<file path="src/rtl/ex_mem_stage.sv">
// ex_mem_stage: EX->MEM pipeline register with NZCV flag generation.
// Optional sticky overflow flag is built only when EXMEM_STICKY_V_EN is defined;
// otherwise sticky_v is tied low and clear_sticky is ignored.
module ex_mem_stage #(
  parameter int unsigned data_width     = 32,
  parameter int unsigned reg_addr_width = 4
) (
  input  logic                      clk,
  input  logic                      reset,
  input  logic                      stall,
  input  logic                      flush,
  input  logic                      ex_valid,
  input  logic [data_width-1:0]     ex_a,
  input  logic [data_width-1:0]     ex_b,
  input  logic [3:0]                ex_aluctrl,
  input  logic [data_width-1:0]     ex_alu_z,
  input  logic                      ex_overflow,
  input  logic                      ex_set_flags,
  input  logic [data_width-1:0]     ex_store_data,
  input  logic [reg_addr_width-1:0] ex_rd,
  input  logic                      ex_reg_write,
  input  logic                      ex_mem_read,
  input  logic                      ex_mem_write,
  input  logic                      clear_sticky,
  output logic                      mem_valid,
  output logic [data_width-1:0]     mem_alu_z,
  output logic [data_width-1:0]     mem_store_data,
  output logic [reg_addr_width-1:0] mem_rd,
  output logic                      mem_reg_write,
  output logic                      mem_mem_read,
  output logic                      mem_mem_write,
  output logic [3:0]                flags,
  output logic                      sticky_v
);

  localparam logic [3:0] ALU_ADD = 4'b0001;
  localparam logic [3:0] ALU_SUB = 4'b0010;

  logic                      valid_q, valid_d;
  logic [data_width-1:0]     alu_z_q, alu_z_d;
  logic [data_width-1:0]     store_data_q, store_data_d;
  logic [reg_addr_width-1:0] rd_q, rd_d;
  logic                      reg_write_q, reg_write_d;
  logic                      mem_read_q, mem_read_d;
  logic                      mem_write_q, mem_write_d;
  logic [3:0]                flags_q, flags_d;
  logic                      flag_upd;
  logic [data_width:0]       add_sum;

  // Unsigned sum one bit wider than the datapath; its MSB is the ADD carry-out.
  assign add_sum = {1'b0, ex_a} + {1'b0, ex_b};

  // Next-state: flush makes a bubble, stall holds, otherwise capture EX.
  always_comb begin
    valid_d      = valid_q;
    alu_z_d      = alu_z_q;
    store_data_d = store_data_q;
    rd_d         = rd_q;
    reg_write_d  = reg_write_q;
    mem_read_d   = mem_read_q;
    mem_write_d  = mem_write_q;
    flags_d      = flags_q;
    flag_upd     = 1'b0;
    if (flush) begin
      valid_d      = 1'b0;
      alu_z_d      = '0;
      store_data_d = '0;
      rd_d         = '0;
      reg_write_d  = 1'b0;
      mem_read_d   = 1'b0;
      mem_write_d  = 1'b0;
    end else if (!stall) begin
      valid_d      = ex_valid;
      alu_z_d      = ex_alu_z;
      store_data_d = ex_store_data;
      rd_d         = ex_rd;
      reg_write_d  = ex_reg_write & ex_valid;
      mem_read_d   = ex_mem_read & ex_valid;
      mem_write_d  = ex_mem_write & ex_valid;
      if (ex_valid && ex_set_flags) begin
        flag_upd   = 1'b1;
        flags_d[3] = ex_alu_z[data_width-1];
        flags_d[2] = (ex_alu_z == '0);
        case (ex_aluctrl)
          ALU_ADD: begin
            flags_d[1] = add_sum[data_width];
            flags_d[0] = ex_overflow;
          end
          ALU_SUB: begin
            flags_d[1] = (ex_a >= ex_b);
            flags_d[0] = ex_overflow;
          end
          default: ;
        endcase
      end
    end
  end

  // Pipeline and flag registers with synchronous reset.
  always_ff @(posedge clk) begin
    if (reset) begin
      valid_q      <= 1'b0;
      alu_z_q      <= '0;
      store_data_q <= '0;
      rd_q         <= '0;
      reg_write_q  <= 1'b0;
      mem_read_q   <= 1'b0;
      mem_write_q  <= 1'b0;
      flags_q      <= 4'b0000;
    end else begin
      valid_q      <= valid_d;
      alu_z_q      <= alu_z_d;
      store_data_q <= store_data_d;
      rd_q         <= rd_d;
      reg_write_q  <= reg_write_d;
      mem_read_q   <= mem_read_d;
      mem_write_q  <= mem_write_d;
      flags_q      <= flags_d;
    end
  end

  assign mem_valid      = valid_q;
  assign mem_alu_z      = alu_z_q;
  assign mem_store_data = store_data_q;
  assign mem_rd         = rd_q;
  assign mem_reg_write  = reg_write_q;
  assign mem_mem_read   = mem_read_q;
  assign mem_mem_write  = mem_write_q;
  assign flags          = flags_q;

`ifdef EXMEM_STICKY_V_EN
  logic sticky_q, sticky_d;

  // Sticky overflow: clear is honoured even under stall; a same-cycle set wins.
  always_comb begin
    sticky_d = sticky_q;
    if (clear_sticky) sticky_d = 1'b0;
    if (flag_upd && flags_d[0]) sticky_d = 1'b1;
  end

  // Sticky register with synchronous reset.
  always_ff @(posedge clk) begin
    if (reset) sticky_q <= 1'b0;
    else       sticky_q <= sticky_d;
  end

  assign sticky_v = sticky_q;
`else
  logic unused_sticky;
  assign unused_sticky = clear_sticky ^ flag_upd;
  assign sticky_v      = 1'b0;
`endif

endmodule

</file>
<file path="config.mk">
export PLATFORM = sky130hd
export DESIGN_NAME = ex_mem_stage
export DESIGN_NICKNAME = d
export VERILOG_FILES = /design/src/rtl/ex_mem_stage.sv
export SDC_FILE = /design/constraint.sdc
export NUM_CORES = 1
export LEC_CHECK = 0
export ABC_AREA = 1
export CORE_AREA = 3 3 105 107
export CTS_CLUSTER_DIAMETER = 200
export DETAILED_ROUTE_END_ITERATION = 10
export DIE_AREA = 0 0 108 110
export PLACE_DENSITY = 0.94
export SLEW_MARGIN = 40
export SYNTH_ARGS = -nofsm -noshare
export SYNTH_HDL_FRONTEND = slang
export SYNTH_SLANG_ARGS = --single-unit
export TNS_END_PERCENT = 30
</file>
<file path="constraint.sdc">
create_clock -name clk -period 2.46 [get_ports clk]
set_input_delay 0.738 -clock clk [delete_from_list [all_inputs] [get_ports clk]]
set_output_delay 0.738 -clock clk [all_outputs]
set_load 0.01 [all_outputs]
</file>
==> Implementation_results.wiki <==
{| class="wikitable"
! Metric !! Value
|-
| # placed instances || 951
|-
| Antenna violations before repair || 0
|-
| Remaining antenna violation count after routing || 0
|-
| I/O pin cnt || 224
|-
| Nature of the critical path startpoint || input pin
|-
| Area share of fa/ha/maj cells after synthesis || 18.0%
|-
| Cell accounting for the most synthesized area || sky130_fd_sc_hd__dfxtp_1
|-
| Total power divided by cell area || 424 nW/um^2
|-
| Cell Area, Synth || 4450 sq um
|-
| Crit path required time || 2.75 ns
|-
| Area added between synthesis and finish || 56.7%
|-
| Floorplan die area || 11900 sq um
|-
| Ratio of cells with drive above 1 in the final layout || 4.69%
|-
| Non-Filler Instances || 968
|-
| Bufs on Longest Clock Path || 2
|-
| Hold WC Path Type || flip-flop to flip-flop
|-
| Number of hold-slack violations in the final timing report || 0
|-
| Root Buffer || sky130_fd_sc_hd__clkbuf_8
|-
| Post-route setup slack || 0.271 ns
|-
| Worst Path Max Fanout || 4
|-
| Mux contribution to synthesized area || 0%
|-
| Cell count of the worst hold path || 2
|-
| Port buffer count || 221
|-
| Vias in the first global route || 4355
|-
| Placed wire-length estimate || 10.8 mm
|-
| Largest family of logic cells by synthesized area || simple AND/OR/NAND/NOR gates
|-
| RD Place Congestion || 0.834
|-
| Post-CTS setup buffer count || 0
|-
| Gr ovfl total || 0
|-
| Leakage || 3.09 nW
|-
| Quantity of hold-fixing buffers added after cts || 0
|-
| Clock transition at the registers of the reported paths || 0.10 ns
|-
| Synth warnings || 0
|-
| Aggregate routed wire length || 13.2 mm
|-
| Worst flop-to-flop path endpoint || mem_alu_z[15]
|-
| Residual DRC || 0
|-
| CTS tree || yes
|-
| Share of synthesized area occupied by flip-flops and latches || 34.2%
|-
| DR iter-0 viols || 232
|-
| Initial core utilization || 43.5%
|-
| Kind of end point of the critical path || flip-flop
|-
| Row cnt || 37
|-
| Aggregate negative setup slack || 0 ns
|-
| IR drop worst, VDD || 261 uV
|-
| Worst-Skew Late Latency || 0.34 ns
|-
| Number of iterations in the first detailed-routing pass || 4
|-
| Wire length of the first global-routing pass || 20.5 mm
|-
| H-tree Lvls || 3
|-
| # fillers || 808
|-
| Compound-cell area share of the yosys netlist || 15.5%
|-
| Destination of the worst hold path || mem_rd[0]
|-
| Arrival time of the worst setup path || 2.48 ns
|-
| Vias post-DR || 4564
|-
| Portion of the clock cycle consumed by the worst path in the final layout || 89.0%
|-
| Count of max-cap constraint violations || 0
|-
| Number of gates resized after cts || 0
|-
| Total routing resource utilization after global routing || 21.6%
|-
| Unrepaired setup endpoints after global routing || false
|-
| Proportion of netlist area held by the largest area contributor || 34.2%
|-
| Maximum number of pins on one net before global-route repair || 73
|-
| FF-to-FF path depth || 2
|-
| Achievable clock frequency || 457 MHz
|-
| Final Max Slew Viols || 0
|-
| Syn nets || 823
|-
| Number of nets in the finished design || 1037
|-
| Simple-gate share of the synthesized area || 22.1%
|-
| Count of unique library cells instantiated by Yosys || 31
|-
| Die span in y || 110 microns
|-
| Die X || 108 microns
|-
| Average routed wire per standard cell || 13.6 microns
|-
| Hold_sp || mem_rd[0]
|-
| Mean number of vias per cell || 4.71
|-
| Worst-case register-to-register setup slack || 1.74 ns
|-
| Clk sink count || 76
|-
| Final Skew || 0 ns
|-
| Time the final worst path needs with I/O delays and setup || 2.19 ns
|-
| Most area-consuming cells after synthesis || sky130_fd_sc_hd__dfxtp_1 34%, sky130_fd_sc_hd__ha_1 18%, sky130_fd_sc_hd__nand2_1 13%
|-
| Synthesis-stage register bit count || 76
|-
| Xor and xnor fraction of the mapped netlist area || 0%
|-
| Kind of critical path || input pin to flip-flop
|-
| Number of buffers inserted during clock tree synthesis || 9
|-
| Total power || 2.95 mW
|-
| Mean area per synthesized cell || 7.27 sq um
|-
| Status || finished, final reports clean
|-
| Core Footprint || 10200 sq um
|-
| Final number of setup-violating endpoints || 0
|-
| Placement-stage worst setup slack || -0.124 ns
|-
| Reg-to-Reg Start || mem_alu_z[15]
|-
| Cells after synthesis || 612
|}
-- sequential cells by signal, summed over array words and instances (netlist names) --
register,cells
mem_mem_write,1
mem_reg_write,1
flags,4
mem_mem_read,1
mem_rd,4
mem_alu_z,32
mem_store_data,32
mem_valid,1
-- cells in the final DEF, fill, tap and decap left out, types with 5 or more instances in the layout --
cell / count
sky130_fd_sc_hd__a211oi_1: 26
sky130_fd_sc_hd__a21oi_1: 71
sky130_fd_sc_hd__clkbuf_8: 9
sky130_fd_sc_hd__clkdlybuf4s50_1: 221
sky130_fd_sc_hd__dfxtp_1: 76
sky130_fd_sc_hd__ha_1: 64
sky130_fd_sc_hd__inv_1: 89
sky130_fd_sc_hd__nand2_1: 153
sky130_fd_sc_hd__nand2_2: 5
sky130_fd_sc_hd__nand4_1: 8
sky130_fd_sc_hd__nor2_1: 51
sky130_fd_sc_hd__o21ai_0: 5
sky130_fd_sc_hd__o21bai_1: 6
-- metrics by stage --
| step | cell area, sq um | hold slack, ns | utilization (%) |
|---|---|---|---|
| 3_3_place_gp | 6780 | 0.443 | 66.3 |
| 2_1_floorplan | 4450 | 0.481 | - |
| 5_1_grt | 6970 | 0.494 | 68.1 |
| 6_report | 6970 | 0.466 | 68.1 |
| 3_5_place_dp | 6780 | 0.453 | 66.3 |
| 4_1_cts | 6970 | 0.467 | 68.1 |
-- logic make-up (layout without fill, tap and decap cells) --
family | Yosys count | after routing
buffers and inverters | 116 | 335
adder cells (fa/ha/maj) | 64 | 64
AND/OR/NAND/NOR | 237 | 237
flip-flops | 76 | 76
AO/OA/AOI/OAI | 118 | 118
other | 1 | 2
-- synth_stat cells --
cell                       count
sky130_fd_sc_hd__o21a_1        2
sky130_fd_sc_hd__nor3_2        1
sky130_fd_sc_hd__nand2_2       4
sky130_fd_sc_hd__buf_1         1
sky130_fd_sc_hd__dfxtp_1      76
sky130_fd_sc_hd__or2_1         1
sky130_fd_sc_hd__a211oi_1     26
sky130_fd_sc_hd__nor3_1        3
sky130_fd_sc_hd__o21ai_1       4
sky130_fd_sc_hd__a21o_1        2
sky130_fd_sc_hd__and3_1        1
sky130_fd_sc_hd__nor2_1       51
sky130_fd_sc_hd__nand2_1     154
sky130_fd_sc_hd__nor4_1        4
sky130_fd_sc_hd__ha_1         64
sky130_fd_sc_hd__o21bai_1      6
sky130_fd_sc_hd__nand3_1       4
sky130_fd_sc_hd__nor3b_2       2
sky130_fd_sc_hd__inv_1        89
sky130_fd_sc_hd__conb_1        1
sky130_fd_sc_hd__a21oi_1      71
sky130_fd_sc_hd__clkinv_2      1
sky130_fd_sc_hd__clkbuf_1     11
sky130_fd_sc_hd__nor2_2        3
sky130_fd_sc_hd__o21ai_0       5
sky130_fd_sc_hd__buf_4         1
sky130_fd_sc_hd__nand4_1       8
sky130_fd_sc_hd__inv_2         3
sky130_fd_sc_hd__buf_2        10
sky130_fd_sc_hd__a21oi_2       2
sky130_fd_sc_hd__nand3_2       1
-- worst max-delay path: stages --
cell and delay (ns):
sky130_fd_sc_hd__clkdlybuf4s50_1 0.48, sky130_fd_sc_hd__inv_1 0.05, sky130_fd_sc_hd__ha_1 0.31, sky130_fd_sc_hd__nor2_1 0.18
sky130_fd_sc_hd__nor3b_2 0.23, sky130_fd_sc_hd__nand2_1 0.07, sky130_fd_sc_hd__nand2_1 0.06, sky130_fd_sc_hd__nand2_1 0.05
sky130_fd_sc_hd__nand2_1 0.07, sky130_fd_sc_hd__nor2_2 0.03, sky130_fd_sc_hd__nand2_1 0.07, sky130_fd_sc_hd__nand2_2 0.06
sky130_fd_sc_hd__a21oi_2 0.10
-- final cells by class --
type	count	area, sq um	area share (%)
Clock inverter	7	65.1	0.933
Antenna cell	1	2.50	0.0359
Tap cell	136	170	2.44
Clock buffer	9	124	1.78
Inverter	93	350	5.03
Sequential cell	76	1520	21.8
Timing Repair Buffer	226	2260	32.4
Multi-Input combinational cell	420	2480	35.5
-- how the worst max path moves through the flow --
| stage | startpoint | end | slack, ns | cells past startpoint |
|---|---|---|---|---|
| after global routing | ex_b[23] | flags[1] | 0.13 | 13 |
| final | ex_b[23] | flags[1] | 0.27 | 13 |
| after CTS | ex_b[23] | flags[1] | 0.25 | 13 |
| after floorplan | ex_b[31] | flags[1] | 0.57 | 10 |
| after detailed placement | ex_b[23] | flags[1] | -0.12 | 13 |
| after global placement | ex_b[23] | flags[1] | -0.06 | 13 |
-- where the power goes --
part / switching [mW] / total, mW / leakage (nW) / internal (mW)
combinational: 0.330 / 0.741 / 2.38 / 0.411
sequential: 0.0203 / 1.29 / 0.620 / 1.27
clock: 0.531 / 0.922 / 0.0943 / 0.391
total: 0.881 / 2.95 / 3.09 / 2.07
-- routing by layer --
metal  GRT usage, %  vias up  wire length (microns)
met5              0        -                      0
met4           6.67        0                    214
met3           7.51       15                   1300
met2           40.4      154                   6800
met1           22.8     2006                   4860
li1               -     2389                      -
No activity file was read; power rests on OpenSTA's default activity.
